===== src/rtl/axi_default_slave_r.sv =====
// Read-channel default slave: accepts AR transfers that decode to no mapped
// slave, answers with ARLEN+1 DECERR beats and records the faulting address.
module axi_default_slave_r #(
   parameter int ID_BITS   = 8,
   parameter int LEN_BITS  = 4,
   parameter int DATA_BITS = 32,
   parameter int CNT_BITS  = 8
) (
   input  logic                 ACLK,
   input  logic                 ARESETn,
   input  logic                 ARVALID_DS,
   input  logic [ID_BITS-1:0]   ARID_DS,
   input  logic [31:0]          ARADDR_DS,
   input  logic [LEN_BITS-1:0]  ARLEN_DS,
   output logic                 ARREADY_DS,
   output logic [ID_BITS-1:0]   RID_DS,
   output logic [DATA_BITS-1:0] RDATA_DS,
   output logic [1:0]           RRESP_DS,
   output logic                 RLAST_DS,
   output logic                 RVALID_DS,
   input  logic                 RREADY_DS,
   output logic [31:0]          ERR_ADDR,
   output logic [CNT_BITS-1:0]  ERR_CNT
);

   typedef enum logic {
      IDLE,
      BURST
   } state_t;

   state_t              state_q, state_d;
   logic [ID_BITS-1:0]  rid_q, rid_d;
   logic [LEN_BITS-1:0] len_q, len_d;
   logic [LEN_BITS-1:0] beat_q, beat_d;
   logic [31:0]         errAddr_q, errAddr_d;
   logic [CNT_BITS-1:0] errCnt_q, errCnt_d;

   logic arHandshake;
   logic rHandshake;
   logic lastBeat;

   // Every output is a decode of registered state, so no input reaches an output.
   assign lastBeat    = (beat_q == len_q);
   assign ARREADY_DS  = (state_q == IDLE);
   assign RVALID_DS   = (state_q == BURST);
   assign RLAST_DS    = (state_q == BURST) && lastBeat;
   assign RID_DS      = (state_q == BURST) ? rid_q : '0;
   assign RRESP_DS    = (state_q == BURST) ? 2'b11 : 2'b00;
   assign RDATA_DS    = '0;
   assign ERR_ADDR    = errAddr_q;
   assign ERR_CNT     = errCnt_q;

   assign arHandshake = ARVALID_DS && ARREADY_DS;
   assign rHandshake  = RVALID_DS && RREADY_DS;

   always_comb begin
      state_d   = state_q;
      rid_d     = rid_q;
      len_d     = len_q;
      beat_d    = beat_q;
      errAddr_d = errAddr_q;
      errCnt_d  = errCnt_q;
      case (state_q)
         IDLE: begin
            if (arHandshake) begin
               rid_d     = ARID_DS;
               len_d     = ARLEN_DS;
               beat_d    = '0;
               errAddr_d = ARADDR_DS;
               // Counter sticks at all-ones so a flood of bad accesses stays visible.
               if (errCnt_q != '1) begin
                  errCnt_d = errCnt_q + 1'b1;
               end
               state_d   = BURST;
            end
         end
         BURST: begin
            if (rHandshake) begin
               if (lastBeat) begin
                  state_d = IDLE;
               end else begin
                  beat_d  = beat_q + 1'b1;
               end
            end
         end
         default: state_d = IDLE;
      endcase
   end

   always_ff @(posedge ACLK or negedge ARESETn) begin
      if (!ARESETn) begin
         state_q   <= IDLE;
         rid_q     <= '0;
         len_q     <= '0;
         beat_q    <= '0;
         errAddr_q <= '0;
         errCnt_q  <= '0;
      end else begin
         state_q   <= state_d;
         rid_q     <= rid_d;
         len_q     <= len_d;
         beat_q    <= beat_d;
         errAddr_q <= errAddr_d;
         errCnt_q  <= errCnt_d;
      end
   end

endmodule


===== config.mk =====
export PLATFORM = sky130hd
export DESIGN_NAME = axi_default_slave_r
export DESIGN_NICKNAME = d
export VERILOG_FILES = /design/src/rtl/axi_default_slave_r.sv
export SDC_FILE = /design/constraint.sdc
export NUM_CORES = 1
export LEC_CHECK = 0
export ABC_AREA = 1
export CORE_MARGIN = 2
export CORE_UTILIZATION = 37
export CTS_CLUSTER_SIZE = 8
export DETAILED_ROUTE_END_ITERATION = 10
export PLACE_DENSITY_LB_ADDON = 0.15
export SETUP_SLACK_MARGIN = 0.05
export SYNTH_ARGS = -nofsm -noshare
export SYNTH_HDL_FRONTEND = slang
export SYNTH_SLANG_ARGS = --single-unit

===== constraint.sdc =====
create_clock -name ACLK -period 1.3 [get_ports ACLK]
set_input_delay 0.26 -clock ACLK [delete_from_list [all_inputs] [get_ports ACLK]]
set_output_delay 0.26 -clock ACLK [all_outputs]
set_load 0.05 [all_outputs]

==> qor.yml <==
clock_tree:
  clk_latency_ns: 0.33
  cts.clk_slew.worst_paths_ns: 0.06
  cts.sinks: 57
  cts-root-buf: "clkbuf_8"
  cts_tree: "done"
  htree_levels: 3
  cts-buffers-inserted: 9
  clock_path_buffers: 2
global_route:
  grt_use_met2: 0.328
  grt-ovfl-total: 0
  grt_pass1_wl_mm: 12.2
  grt_pass1_vias: 2564
  antenna_found_initial: 0
  grt.total_usage: 0.187
  grt_busiest_layer: "met2"
  grt_util_met1: 0.211
  grt_max_degree: 58
  met3_usage: 0.0576
logic_synthesis:
  syn_inst: 342
  synthAdderAreaFrac: 0.00896
  synth-compound-area-share: 0.0291
  async_flop_share: 1.00
  synth_mux_area_frac: 0
  syn_area_sq_um: 2790
  synth_top_family_by_area: "simple AND/OR/NAND/NOR gates"
  ys_seq_area_frac: 0.511
  synth_top_area_frac: 0.511
  synth_edf_count: 0
  ys_ff_latch: 57
  yosysUniqueCellTypes: 25
  ys.flop_type: "dfrtp_1"
  synthXorXnorAreaFrac: 0.0188
  yosys.area_share.simple: 0.276
  avgSynthCellArea_sq_um: 8.16
  yosysMostFrequentCell: "nand2_1"
  synthTopCellsByArea: "dfrtp_1 51%, nand2_1 23%, buf_4 10%, inv_1 3.1%, xnor2_1 1.9%"
  yosysTopAreaCell: "dfrtp_1"
  synth-warning-count: 0
  synth_commonest_cells: "168 x nand2_1, 57 x dfrtp_1, 38 x buf_4"
setup_path:
  endpoint_kind: "output port"
  crit-reg2reg-capture: "rid_q[0]"
  crit_chain: "nand2_2, nand2_1, nor2_2, nand3_2, clkinvlp_4, buf_12"
  crit_path_max_fanout: 3
  r2r_slack_ns: -0.08
  critPathRequiredTime_ns: 1.04
  critPathTopFamily: "flip-flops"
  cp_slowest_cell: "dfrtp_1"
  r2r_start: "RVALID_DS"
  critPathArrivalTime_ns: 1.35
  cp-startpoint: "beat_q[0]"
  crit_path_start_kind: "register"
  criticalPathCategory: "reg2out"
  cp_num_buf_inv: 2
  cpPeakStageDelay_ns: 0.42
  rr_worst_depth: 8
sta:
  final_max_slew_viol_count: 0
  setup_viol: 63
  period_needed_ns: 1.61
  fin_crit_sh: 1.24
  timing.final.ws_setup_ns: -0.311
  rsz0062_at_grt: "yes"
  skew_ns: 0.00819
  hold_violations: 0
  fin_setup_tns_ns: -5.62
  fmax_mhz: 621
drt:
  wl_mm: 8.65
  viasPerCell: 4.39
  wl_per_cell_um: 14.4
  vias: 2631
  drcViolationCount: 0
  drt_pass1_iterations: 4
  final_antenna_net_count: 0
  drt-initial-drc-count: 102
cells_and_area:
  final_layout_size_suffix_gt1_frac: 0.509
  fillers: 493
  antenna_cells: 0
  syn_to_final_growth_pct: 104
  finalNetCount: 546
pwr:
  switching_share: 0.458
  power_frac_comb: 0.682
  power.total_mw: 15.6
  vdd_drop_max_mv: 1.57
  seqPwrFrac: 0.223
  clkPwrFrac: 0.095
  power.leakage_nw: 2.78
  p_per_area_nw_per_um2: 2740
  power.internal_mw: 8.46
  p_sw_mw: 7.15
floorplanning:
  die_h_um: 90.9
  die_w_um: 90.9
  core-area_sq_um: 7290
  start_util: 0.383
  io_pins: 133
  rows: 31
  die_area_sq_um: 8260
placed_design:
  hpwlAfterDp_mm: 4.76
  routabilityCongestion: 0.861
  numPortBuffers: 100
  pre_cts_ws_ns: -0.137
status:
  violations: "negative setup slack"
  status: "complete, but fails checks"
run:
  cap_violations: 0
worst_hold_path:
  hold_path_class: "in2async"
[tightest hold or removal path, stage by stage]
cell	delay, ns
dlygate4sd3_1	0.52
buf_2	0.12
buf_12	0.29
[cell families (layout without fill, tap and decap cells)]
kind of cell	after synthesis	in the layout
flops	57	57
xor+xnor	6	6
buf+inv	70	197
other cells	1	32
compound gates	13	13
fa+ha+maj	2	2
simple gates	193	194
[how the worst max path moves through the flow]
stage	endpoint	slack, ns	cells after the start
global placement	ERR_CNT[3]	-0.11	6
floorplan	ERR_CNT[6]	-0.1	8
global route	RLAST_DS	-0.39	7
CTS	RLAST_DS	-0.30	5
detailed placement	ERR_ADDR[20]	-0.14	6
finish	RLAST_DS	-0.31	6
[power by group through the flow]
stage	Combinational [mW]	Sequential (mW)	Clock (mW)
6_report	10.6	3.49	1.48
3_3_place_gp	8.72	3.38	0
5_1_grt	11.2	3.59	1.59
2_1_floorplan	3.04	4.96	0
4_1_cts	9.48	3.36	1.49
3_5_place_dp	8.83	3.41	0
[layout make-up]
cell class | count | area (sq um) | share of cell area
clock inverter | 3 | 15.0 | 0.00264
clock buffer | 13 | 159 | 0.0279
inverter | 25 | 156 | 0.0274
multi-input combinational | 247 | 1560 | 0.274
timing repair buffer | 156 | 2250 | 0.394
sequential | 57 | 1440 | 0.252
tap | 99 | 124 | 0.0217
[placed cells by master (no fill, tap or decap), types with 2 or more instances in the layout]
cell type	synthesis	final
buf_12	1	58
buf_16	0	3
buf_4	38	21
buf_6	1	16
buf_8	0	6
clkbuf_1	3	2
clkbuf_16	0	4
clkbuf_8	0	11
clkdlybuf4s50_1	0	46
clkinv_2	0	3
clkinvlp_4	0	9
conb_1	1	32
dfrtp_1	57	50
dfrtp_2	0	6
inv_1	23	12
nand2_1	168	79
nand2_2	3	57
nand2_4	1	34
nand2_8	0	3
nand3_1	7	6
nand3_2	2	2
nor2_1	10	7
nor2_2	0	2
nor2_4	1	2
o21ai_1	1	2
o21ai_2	3	7
xnor2_1	6	5
[per-layer routing]
metal | vias to the layer above | share of wire
li1 | 1283 | -
met1 | 1265 | 0.38
met2 | 75 | 0.55
met3 | 8 | 0.049
met4 | 0 | 0.011
met5 | - | 0
[flip-flops by register name, indices dropped and copies added (netlist names)]
register,flops
ERR_ADDR,32
ERR_CNT,8
rid_q,8
beat_q,4
len_q,4
RVALID_DS,1
[through the flow]
step	instance area (sq um)	cells	hold WS, ns	util
2_1_floorplan	3040	373	-0.0356	-
3_3_place_gp	4550	547	0.288	0.624
3_5_place_dp	4550	547	0.290	0.624
4_1_cts	5010	581	0.450	0.688
5_1_grt	5700	600	0.475	0.781
6_report	5700	600	0.468	0.781
[timing repair]
| item | CTS | global route |
|---|---|---|
| cloned | 5 | 6 |
| hold buffers | 1 | 0 |
| setup endpoints to repair | 73 | 77 |
| pin swaps | 2 | 41 |
| gates resized for setup | 19 | 154 |
| buffers inserted | 12 | 16 |
| hold endpoints to repair | 57 | 0 |
(Power assumes the default switching activity.)
